==> config.mk <==
export PLATFORM = sky130hd
export DESIGN_NAME = apb_reg_slave_flat
export DESIGN_NICKNAME = d
export VERILOG_FILES = /design/src/rtl/apb_reg_slave_pkg.sv /design/src/rtl/apb_reg_slave_if.sv /design/src/rtl/apb_reg_slave_wait_counter.sv /design/src/rtl/apb_reg_slave.sv /design/src/flat_wrapper.sv
export SDC_FILE = /design/constraint.sdc
export NUM_CORES = 1
export LEC_CHECK = 0
export CORE_ASPECT_RATIO = 1.75
export CORE_MARGIN = 5
export CORE_UTILIZATION = 59
export DETAILED_ROUTE_END_ITERATION = 7
export PLACE_DENSITY = 0.8
export SLEW_MARGIN = 5
export SYNTH_ARGS = -nofsm -noshare
export SYNTH_HDL_FRONTEND = slang
export SYNTH_SLANG_ARGS = --single-unit
==> constraint.sdc <==
create_clock -name CLK -period 7.3 [get_ports CLK]
set_input_delay 2.19 -clock CLK [delete_from_list [all_inputs] [get_ports CLK]]
set_output_delay 2.19 -clock CLK [all_outputs]
set_load 0.1 [all_outputs]
==> src/rtl/apb_reg_slave_pkg.sv <==
// Shared types and constants for the APB register slave.
// Word addressing and the counter slot index live here.
package apb_slave_pkg;

    typedef enum logic {
        IDLE,
        ACCESS
    } state_e;

    localparam int WORD_LSB = 2;
    localparam int WCNT_W   = 4;

    // The counter sits in the first slot past the RW bank.
    function automatic int xfer_cnt_idx(input int num_regs);
        return num_regs;
    endfunction

endpackage

==> src/rtl/apb_reg_slave_if.sv <==
// Peripheral bus signals between the CPU-side master and the slave.
// Clock and reset are kept as plain ports on the modules.
interface apb_reg_slave_if #(
    parameter int ADDR_W = 8
) ();

    logic              SEL;
    logic              ENABLE;
    logic              WRITE;
    logic [ADDR_W-1:0] ADDR;
    logic [31:0]       WDATA;
    logic [31:0]       RDATA;
    logic              READY;

    modport master (
        output SEL, ENABLE, WRITE, ADDR, WDATA,
        input  RDATA, READY
    );

    modport slave (
        input  SEL, ENABLE, WRITE, ADDR, WDATA,
        output RDATA, READY
    );

endinterface

==> src/rtl/apb_reg_slave_wait_counter.sv <==
// Wait-state down-counter; done marks the last low-READY cycle.
// Holds at zero once drained.
module apb_wait_counter #(
    parameter int W = 4
) (
    input  logic         CLK,
    input  logic         RESETn,
    input  logic         load,
    input  logic [W-1:0] load_val,
    input  logic         dec,
    output logic         done
);

    logic [W-1:0] cnt;

    always_ff @(posedge CLK) begin
        if (!RESETn) begin
            cnt <= '0;
        end else if (load) begin
            cnt <= load_val;
        end else if (dec && cnt != '0) begin
            cnt <= cnt - 1'b1;
        end
    end

    assign done = (cnt == W'(1));

endmodule

==> src/rtl/apb_reg_slave.sv <==
// APB completer: RW register bank, read-only transfer counter,
// programmable wait states and a sticky protocol-error flag.
module apb_reg_slave
    import apb_slave_pkg::*;
#(
    parameter int          NUM_REGS    = 8,
    parameter int          ADDR_W      = 8,
    parameter int          WAIT_STATES = 1,
    parameter logic [31:0] RESET_VAL   = '0
) (
    input  logic                CLK,
    input  logic                RESETn,
    apb_reg_slave_if.slave      bus,
    output logic [31:0]         REG0_OUT,
    output logic                PROTO_ERR
);

    localparam int   IDX_W        = ADDR_W - WORD_LSB;
    localparam int   RI_W         = $clog2(NUM_REGS);
    localparam int   XFER_CNT_IDX = xfer_cnt_idx(NUM_REGS);
    localparam logic NO_WAIT      = (WAIT_STATES == 0);

    state_e            state, state_n;
    logic [31:0]       regs [NUM_REGS];
    logic [31:0]       xfer_cnt;
    logic [IDX_W-1:0]  idx_q, live_idx, rd_idx;
    logic              wr_q;
    logic [31:0]       wdata_q;
    logic              ready_q, ready_n;
    logic [31:0]       rdata_q, rdata_n, rd_val;
    logic              proto_err;
    logic              setup, latch, dec, complete, err_set;
    logic              wc_done;

    assign live_idx = bus.ADDR[ADDR_W-1:WORD_LSB];
    assign setup    = bus.SEL && !bus.ENABLE;
    // A fresh setup decodes the live address; waits use the latched one.
    assign rd_idx   = setup ? live_idx : idx_q;

    always_comb begin
        rd_val = '0;
        if (int'(rd_idx) < NUM_REGS) begin
            rd_val = regs[rd_idx[RI_W-1:0]];
        end else if (int'(rd_idx) == XFER_CNT_IDX) begin
            rd_val = xfer_cnt;
        end
    end

    apb_wait_counter #(
        .W (WCNT_W)
    ) u_wait (
        .CLK      (CLK),
        .RESETn   (RESETn),
        .load     (latch),
        .load_val (WCNT_W'(WAIT_STATES)),
        .dec      (dec),
        .done     (wc_done)
    );

    always_comb begin
        state_n  = state;
        ready_n  = ready_q;
        rdata_n  = rdata_q;
        latch    = 1'b0;
        dec      = 1'b0;
        complete = 1'b0;
        err_set  = 1'b0;
        unique case (state)
            IDLE: begin
                if (setup) begin
                    latch   = 1'b1;
                    state_n = ACCESS;
                    ready_n = NO_WAIT;
                    rdata_n = (NO_WAIT && !bus.WRITE) ? rd_val : '0;
                end else if (bus.SEL && bus.ENABLE) begin
                    err_set = 1'b1;
                end
            end
            ACCESS: begin
                if (!bus.SEL) begin
                    state_n = IDLE;
                    ready_n = 1'b0;
                    rdata_n = '0;
                    err_set = 1'b1;
                end else if (setup) begin
                    latch   = 1'b1;
                    err_set = 1'b1;
                    ready_n = NO_WAIT;
                    rdata_n = (NO_WAIT && !bus.WRITE) ? rd_val : '0;
                end else if (ready_q) begin
                    complete = 1'b1;
                    state_n  = IDLE;
                    ready_n  = 1'b0;
                    rdata_n  = '0;
                end else begin
                    dec = 1'b1;
                    if (wc_done) begin
                        ready_n = 1'b1;
                        rdata_n = wr_q ? '0 : rd_val;
                    end
                end
            end
            default: state_n = IDLE;
        endcase
    end

    always_ff @(posedge CLK) begin
        if (!RESETn) begin
            state     <= IDLE;
            ready_q   <= 1'b0;
            rdata_q   <= '0;
            proto_err <= 1'b0;
            xfer_cnt  <= '0;
            idx_q     <= '0;
            wr_q      <= 1'b0;
            wdata_q   <= '0;
            for (int i = 0; i < NUM_REGS; i++) begin
                regs[i] <= RESET_VAL;
            end
        end else begin
            state   <= state_n;
            ready_q <= ready_n;
            rdata_q <= rdata_n;
            if (err_set) begin
                proto_err <= 1'b1;
            end
            if (latch) begin
                idx_q   <= live_idx;
                wr_q    <= bus.WRITE;
                wdata_q <= bus.WDATA;
            end
            if (complete) begin
                xfer_cnt <= xfer_cnt + 32'd1;
                if (wr_q && int'(idx_q) < NUM_REGS) begin
                    regs[idx_q[RI_W-1:0]] <= wdata_q;
                end
            end
        end
    end

    assign bus.READY = ready_q;
    assign bus.RDATA = rdata_q;
    assign REG0_OUT  = regs[0];
    assign PROTO_ERR = proto_err;

endmodule

==> src/flat_wrapper.sv <==
// flat-port wrapper written by rule: the top's interface ports become plain ports
module apb_reg_slave_flat import apb_slave_pkg::*;
#(
    parameter int          NUM_REGS    = 8,
    parameter int          ADDR_W      = 8,
    parameter int          WAIT_STATES = 1,
    parameter logic [31:0] RESET_VAL   = '0
)
  (CLK, RESETn, REG0_OUT, PROTO_ERR, bus_SEL, bus_ENABLE, bus_WRITE, bus_ADDR, bus_WDATA, bus_RDATA, bus_READY);
  apb_reg_slave_if #(.ADDR_W(ADDR_W)) bus_i ();
  input  logic CLK;
  input  logic RESETn;
  output logic [31:0] REG0_OUT;
  output logic PROTO_ERR;
  input wire logic [$bits(bus_i.SEL)-1:0] bus_SEL;
  input wire logic [$bits(bus_i.ENABLE)-1:0] bus_ENABLE;
  input wire logic [$bits(bus_i.WRITE)-1:0] bus_WRITE;
  input wire logic [$bits(bus_i.ADDR)-1:0] bus_ADDR;
  input wire logic [$bits(bus_i.WDATA)-1:0] bus_WDATA;
  output wire logic [$bits(bus_i.RDATA)-1:0] bus_RDATA;
  output wire logic [$bits(bus_i.READY)-1:0] bus_READY;
  assign bus_i.SEL = bus_SEL;
  assign bus_i.ENABLE = bus_ENABLE;
  assign bus_i.WRITE = bus_WRITE;
  assign bus_i.ADDR = bus_ADDR;
  assign bus_i.WDATA = bus_WDATA;
  assign bus_RDATA = bus_i.RDATA;
  assign bus_READY = bus_i.READY;
  apb_reg_slave #(.NUM_REGS(NUM_REGS), .ADDR_W(ADDR_W), .WAIT_STATES(WAIT_STATES), .RESET_VAL(RESET_VAL)) u_core (.CLK(CLK), .RESETn(RESETn), .bus(bus_i), .REG0_OUT(REG0_OUT), .PROTO_ERR(PROTO_ERR));
endmodule
Word-level counts from Yosys, hierarchy flattened:

Memory sizes are Yosys's and may differ from the RTL's.
Index checks and enable logic that the tools add are counted.

* register bits: 110
* RAM bits: 256
* output and inout port bits: 66
* logic and storage cells: 75
* memories kept: 1

* $add $sub $neg: 2
* magnitude comparators: 2
* equal/unequal tests: 4
* mux-type cells: 44
* bitwise logic cells: 2
* reduce and logical (&&, ||, !) cells: 10

Memories
* u_core.regs: words 8, width 32, rd ports 2, clocked after memory_dff 0, write ports 8, RTL line apb_reg_slave.sv:24 `logic [31:0] regs [NUM_REGS];`

Operators with widths (count)
* 32-bit 2-to-1 mux: 9
* 32-bit case mux with 2 select lines: 1
* 32-bit by 1-bit adder with 32-bit output, second input constant: 1
* 32-bit OR reduction: 1
* 1-bit 2-to-1 mux: 28
* 6-bit by 4-bit < comparator with 1-bit output, second input constant: 2
* 1-bit case mux with 2 select lines: 4
* 6-bit by 5-bit equality test with 1-bit output, second input constant: 1
* 6-bit 2-to-1 mux: 1
* 5-bit != test, second input constant: 1
* 4-bit by 1-bit equality test with 1-bit output, second input constant: 1
* 1-bit logical AND: 4
* 4-bit nonzero test: 1
* 4-bit by 1-bit subtractor with 4-bit output, second input constant: 1
* 3-bit 2-to-1 mux: 1
* 2-bit by 1-bit != test with 1-bit output, second input constant: 1
* 1-bit inverter: 2
* 2-bit AND reduction: 1
* 2-bit nonzero test: 1
* 2-bit OR reduction: 1
* 1-bit logical NOT: 1

Logic depth before layout (Yosys ltp):

Gate-level depths: netlist (run 1).

* depth in word-level cells: 12
* mapped depth: 11

Cells and area by module:

From an unflattened synthesis (run 1), not the netlist that was laid out.

* cells, all modules: 1587
* area total of the unflattened synthesis: 17504.3 µm²

Modules (own cells, without submodules)
* apb_reg_slave: times used 1, cells an instance 1552, area an instance 17232.8 µm²
* apb_wait_counter: times used 1, cells an instance 35, area an instance 271.5 µm²

Least setup slack after synthesis (run 1):

OpenSTA, ideal clock, no wires.

* kind: input port to flip-flop
* start point: input port RESETn
* end point: memory u_core.regs[2][0], enable pin
* setup time: 0.466 ns
* arrival time: 5.275 ns
* path slack: 1.559 ns
* stages: 4
* buffers on the path: 1
* path through: buf_2 nor4b_1 nand4b_1 o21ai_0

RTL lines
* from (decl): RTL line flat_wrapper.sv:12 `input logic RESETn;`
* to (decl): RTL line apb_reg_slave.sv:24

==> results of run 1 <==
cells in the final DEF (no fill, tap or decap), types with 7 or more instances in the layout:
cell type        instances
a21boi_0                44
a21o_1                  31
a222oi_1                31
a31oi_1                 33
and2_1                 284
buf_4                   27
clkbuf_16               34
clkbuf_8                 7
clkdlybuf4s50_1        107
dfxtp_1                110
edfxtp_1               256
inv_1                   34
mux2i_1                 94
nand2_1                163
nand3_1                 50
nand4_1                 16
nor2_1                  15
o21ai_2                  7
o31ai_1                 32
xnor2_1                 26
sequential cells by signal, summed over array words and instances, names as in the netlist:
| register | cells |
|---|---|
| u_core.regs | 256 |
| u_core.bus.RDATA | 32 |
| u_core.wdata_q | 32 |
| u_core.xfer_cnt | 32 |
| u_core.idx_q | 6 |
| u_core.u_wait.cnt | 4 |
| u_core.PROTO_ERR | 1 |
| u_core.bus.READY | 1 |
| u_core.state | 1 |
| u_core.wr_q | 1 |
critical path, delay by kind of cell:
kind	cells	cell delay (ps)
simple gates	4	2110
buf+inv	2	1130
through the flow:
stage | total power, mW | std cells | setup WS [ps] | area (µm²) | hold slack, ps
after floorplan | 2.55 | 1390 | 1560 | 16300 | 454
after global placement | 2.66 | 1796 | 1540 | 17700 | 449
after detailed placement | 2.67 | 1796 | 1470 | 17700 | 457
after CTS | 4.52 | 1853 | 2060 | 18900 | 473
after global routing | 4.64 | 1853 | 1830 | 18900 | 489
final | 4.51 | 1853 | 2010 | 18900 | 470
worst paths after layout:
| check | startpoint | endpoint | slack, ps | cells after the start |
|---|---|---|---|---|
| worst max register to register | u_core.state | u_core.regs[1][17] | 3830 | 5 |
| worst max-delay path | bus_ENABLE | u_core.regs[1][17] | 2010 | 6 |
| worst min-delay path | u_core.PROTO_ERR | u_core.PROTO_ERR | 470 | 1 |
| worst min register to register | u_core.PROTO_ERR | u_core.PROTO_ERR | 470 | 1 |
layer usage:
metal	track usage	vias to the layer above	wire length, µm
met5	0	-	0
met4	0.123	0	1830
met3	0.0304	107	3100
met2	0.478	477	21700
met1	0.322	5417	14900
li1	-	5076	-
final cells by class:
| cell class | instances | area [µm²] | share of cell area |
|---|---|---|---|
| Clock buffer | 42 | 951 | 0.0504 |
| Sequential cell | 366 | 9890 | 0.524 |
| Timing Repair Buffer | 136 | 1310 | 0.0696 |
| Multi-Input combinational cell | 891 | 5900 | 0.312 |
| Tap cell | 369 | 462 | 0.0244 |
| Clock inverter | 15 | 245 | 0.0130 |
| Inverter | 34 | 128 | 0.00676 |
logic make-up (layout without fill, tap and decap cells):
family | after synthesis | in the layout | synth area share
and+or+nand+nor | 568 | 568 | 0.189
DFF | 366 | 366 | 0.606
AOI/OAI and AO/OA | 197 | 197 | 0.0913
buffers and inverters | 133 | 227 | 0.0373
muxes | 95 | 95 | 0.0586
xor gates and xnor gates | 28 | 28 | 0.0150
adders and majority gates | 3 | 3 | 0.00230
where the power goes:
group          switching [mW]  internal (mW)
clock network           0.755           1.13
logic                   0.218          0.100
registers              0.0348           2.27
total                    1.01           3.50
==> reports/qor.yml, run 1 <==
die:
  floorplan.die.height_um: 230
  top_level_ports: 111
  initial_utilization: 0.597
  die_area_um2: 31200
  coreArea_um2: 27300
  die_width_um: 136
  placement_rows: 80
global_routing:
  grt.overflow.total: 0
  grt_antenna_before_repair: 0
  grt_first_pass_wirelength_mm: 63.7
  number_of_global_route_vias_before_repair: 11300
  gr_usage_total: 0.268
  pin_count_of_the_biggest_net_entering_global_routing: 79
setup_path:
  critical_path_arrival_ps: 5470
  path_class: "in -> reg"
  critical_path.max_stage_delay_ps: 1040
  cp_max_fo: 33
  kind_of_capture_point_of_the_worst_setup_path: "flop"
  worst_setup_sp_type: "input port"
  worstPathCellList: "clkdlybuf4s50_1, and4_1, nand4_1, nor3_4, buf_4, nand2b_2"
  worst_path_required_ps: 7480
  cpMaxStageDelayCell: "nand2b_2"
power_and_ir_drop:
  p_leak_nw: 6.90
  power_density_nw_per_um2: 239
  peakVddDrop_mv: 0.307
route:
  drt.antenna.violating_nets: 0
  sum_of_routed_wire_length_over_all_layers_mm: 41.6
  drcViolationCount: 0
  drt_iter0_markers: 1154
  via_per_inst: 5.98
  count_of_vias_placed_by_the_detailed_router: 11100
  wl_per_cell_um: 22.4
  drt_pass1_iterations: 8
sta:
  tightestPinTransition_ps: 1230
  drv_slew: 0
  finalHoldViolations: 0
  max-slew-margin-rel: 0.183
  setup-tns-final_ps: 0
  grt_setup_unrepaired: "false"
  setup_violations: 0
  skew_ps: 17.8
  timing.fmax_ghz: 0.189
  min_period_over_period: 0.725
  period_needed_ps: 5290
finish:
  nFillCells: 1949
  layout-drive-gt1-share: 0.0728
  final_core_density: 0.691
  area.growth.synth_to_final_pct: 15.8
  number_of_antenna_cells_inserted: 0
  final_net_count: 1508
clock_tree:
  cts_hold_repair.buffers: 0
  clock_sinks: 366
  path_clk_slew_ps: 70
  cts_max_path_buffers: 3
  cts_setup_buffers: 0
  post_cts.resized_instances: 0
  cts.root.buffer_cell: "clkbuf_16"
  clock_tree_from_tritoncts: "done"
  clkLatencyLatePin_ps: 580
  cts_htree_levels: 1
  cts-buffers-inserted: 31
place:
  dp.final_hpwl_mm: 22.9
  numPortBuffers: 108
  final_weighted_congestion_of_routability_driven_global_placement: 0.854
synth:
  synth_area_leaders: "edfxtp_1 (47%), dfxtp_1 (14%), and2_1 (11%)"
  post-synth-top-count-cell: "and2_1"
  synth_enable_flop_cells: 256
  ys_types: 52
  yosys_warnings: 0
  synthesis.area_um2: 16300
  postSynth.asyncResetShare: 0
  synth_commonest_cells: "and2_1 (284), edfxtp_1 (256), nand2_1 (163), dfxtp_1 (110), mux2i_1 (94)"
  synth-seq-area-share: 0.606
  synth_cells: 1390
  biggest_area_consumer_among_synthesized_cells: "edfxtp_1"
  post_synth.cell_area_avg_um2: 11.7
  synth_nets: 1438
  synth-seq-cells: 366
  dominantRegCellSynth: "edfxtp_1"
  synth_top_cell_area_share: 0.471
status:
  status: "complete, no violations"
job:
  maxCapViolCount: 0
hold_path:
  hp-class: "reg -> reg"
Note: power is estimated with default switching activity, not from simulation.
==> inputs of run 2 (changes only) <==
--- a/config.mk
+++ b/config.mk
@@ -7,9 +7,9 @@
 export LEC_CHECK = 0
 export CORE_ASPECT_RATIO = 1.75
 export CORE_MARGIN = 5
-export CORE_UTILIZATION = 59
+export CORE_UTILIZATION = 53
 export DETAILED_ROUTE_END_ITERATION = 7
-export PLACE_DENSITY = 0.8
+export PLACE_DENSITY = 0.76
 export SLEW_MARGIN = 5
 export SYNTH_ARGS = -nofsm -noshare
 export SYNTH_HDL_FRONTEND = slang
==> constraint.sdc (replaced) <==
create_clock -name CLK -period 4.25 [get_ports CLK]
set_input_delay 1.275 -clock CLK [delete_from_list [all_inputs] [get_ports CLK]]
set_output_delay 1.275 -clock CLK [all_outputs]
set_load 0.1 [all_outputs]
==> run 2 against run 1 <==
  * Cell count rose by 2.4%
  * Sequential power increased by 71%
  * Combinational power grew 82%
  * Utilization shrank 6.8 points
  * Register-to-register slack got worse by 1900 ps
  * Critical endpoint is now bus_RDATA[31]
==> reports/qor.yml, run 2 (synthesis results as in run 1) <==
finish:
  layout-drive-gt1-share: 0.0756  # +0.00287
  final_net_count: 1530  # +1.5%
  instances_no_fill: 1898  # +2.4%
  registers.top_by_ff_count: "u_core.regs"
  layout.cells.most_common_list: "and2_1 (284), edfxtp_1 (256), nand2_1 (163)"
  mostFrequentLayoutCell: "and2_1"
  number_of_antenna_cells_inserted: 0  # unchanged
  area.growth.synth_to_final_pct: 17.1
  postLayoutCellArea_um2: 19100  # +1.1%
  final_core_density: 0.624  # -0.0675
  number_of_flip_flops_under_the_largest_register_name: 256  # unchanged
route:
  drcViolationCount: 0  # unchanged
  drt_iter0_markers: 992  # -14%
  drt.antenna.violating_nets: 0  # unchanged
  via_per_inst: 5.90  # -1.2%
  count_of_vias_placed_by_the_detailed_router: 11200  # +1.2%
  sum_of_routed_wire_length_over_all_layers_mm: 43.2  # +3.8%
  drt_pass1_iterations: 7  # -1
  wl_per_cell_um: 22.7  # +1.4%
power_and_ir_drop:
  peakVddDrop_mv: 0.322  # +4.9%
  switching_share: 0.228  # +0.00468
  p_leak_nw: 6.98  # +1.2%
  power_density_nw_per_um2: 395  # +65%
  intPower_mw: 5.82  # +66%
  proportion_of_power_drawn_by_combinational_gates: 0.077  # +0.006
  pwr-share-seq: 0.526  # +0.014
  power.net_switching_mw: 1.72  # +71%
  clock_power_share: 0.397  # -0.021
job:
  maxCapViolCount: 0  # unchanged
clock_tree:
  path_clk_slew_ps: 70  # about the same
  cts_hold_repair.buffers: 0  # unchanged
  cts-buffers-inserted: 34  # +9.7%
  clock_tree_from_tritoncts: "done"
  post_cts.resized_instances: 0  # unchanged
  clock_sinks: 366  # unchanged
  clkLatencyLatePin_ps: 520  # -60 ps
  cts_htree_levels: 2  # +1
  cts_setup_buffers: 0  # unchanged
  cts.root.buffer_cell: "clkbuf_16"
  cts_max_path_buffers: 3  # unchanged
sta:
  tightestPinTransition_ps: 1000  # -222 ps
  setup_slack_ps: 843  # -1170 ps
  skew_ps: 13.0  # -4.76 ps
  finalHoldViolations: 0  # unchanged
  period_needed_ps: 3410
  min_period_over_period: 0.802
  timing.fmax_ghz: 0.293
  drv_slew: 0  # unchanged
  max-slew-margin-rel: 0.328  # +0.146
  setup_violations: 0  # unchanged
  grt_setup_unrepaired: "false"
setup_path:
  timing.critical_path.max_delay_family: "buffers and inverters"
  critical_path.max_stage_delay_ps: 1190  # +150 ps
  path_class: "reg -> out"
  cpMaxStageDelayCell: "clkdlybuf4s50_1"
  critical_path_arrival_ps: 2130  # -3340 ps
  critical_path.n_buffers_inverters: 1  # -1
  worst_path_required_ps: 2970  # -4510 ps
  cp_max_fo: 2  # -94%
  worstPathCellList: "clkdlybuf4s50_1"
  kind_of_capture_point_of_the_worst_setup_path: "output port"
  worst_setup_sp_type: "flop"
global_routing:
  pin_count_of_the_biggest_net_entering_global_routing: 84  # +6.3%
  grt_antenna_before_repair: 2  # +2
  grt.overflow.total: 0  # unchanged
  grt_first_pass_wirelength_mm: 65.8  # +3.2%
  gr_usage_total: 0.247  # -0.0212
  number_of_global_route_vias_before_repair: 11400  # +0.42%
place:
  detailed_place.area_um2: 18000  # +1.9%
  dp.final_hpwl_mm: 24.5  # +6.9%
  dp_slack_ps: 464  # -1010 ps
  final_weighted_congestion_of_routability_driven_global_placement: 0.841  # -1.5%
  numPortBuffers: 108  # unchanged
  place_inst: 1837  # +2.3%
die:
  floorplan.die.height_um: 242  # +5.3%
  coreArea_um2: 30600  # +12%
  initial_utilization: 0.533  # -0.0644
  die_width_um: 143  # +5.1%
  placement_rows: 85  # +6.3%
  top_level_ports: 111  # unchanged
  die_area_um2: 34500  # +11%
hold_path:
  hp-class: "reg -> reg"
status:
  status: "complete, no violations"
## run 2: changes by cell type in the layout (fill, tap and decap cells not counted), sizes merged
cell      delta
inv          -1
buf         +19
clkbuf      +11
clkinvlp     -2
bufinv       -4
## run 2: cell type report
type | count | area, µm²
Fill cell | 2426 | 11500
Sequential cell | 366 | 9890
Multi-Input combinational cell | 891 | 5910
Timing Repair Buffer | 155 | 1610
Clock buffer | 53 | 983
Tap cell | 391 | 489
Inverter | 34 | 128
Clock inverter | 8 | 93.8
## run 2: layer usage
metal | vias to the layer above | wire, µm | track usage
met5 | - | 0 | 0
met4 | 0 | 1870 | 0.108
met3 | 119 | 2900 | 0.0308
met2 | 473 | 22400 | 0.434
met1 | 5487 | 16000 | 0.301
li1 | 5128 | - | -
## run 2: power groups by stage
stage               Sequential [mW]  Clock [mW]  Combinational [mW]
CTS                            3.96        3.02               0.578
global route                   3.97        3.17               0.608
floorplan                      4.11           0               0.274
detailed placement             4.04           0               0.575
finish                         3.96        2.99               0.579
global placement               4.03           0               0.567
## run 2: worst paths after layout
| kind | to | from | cells after the start | slack [ps] |
|---|---|---|---|---|
| worst max-delay path | bus_RDATA[31] | u_core.bus.RDATA[31] | 1 | 840 |
| worst min-delay path | u_core.PROTO_ERR | u_core.PROTO_ERR | 1 | 490 |
| worst max register to register | u_core.bus.RDATA[28] | u_core.u_wait.cnt[0] | 7 | 1890 |
| worst min register to register | u_core.PROTO_ERR | u_core.PROTO_ERR | 1 | 490 |
## run 2: through the flow
| stage | setup TNS, ps | hold WS (ps) | power [mW] |
|---|---|---|---|
| after floorplan | -91920 | 454 | 4.38 |
| after global placement | 0 | 448 | 4.60 |
| after detailed placement | 0 | 481 | 4.61 |
| after CTS | 0 | 491 | 7.56 |
| after global routing | 0 | 533 | 7.75 |
| final | 0 | 494 | 7.53 |
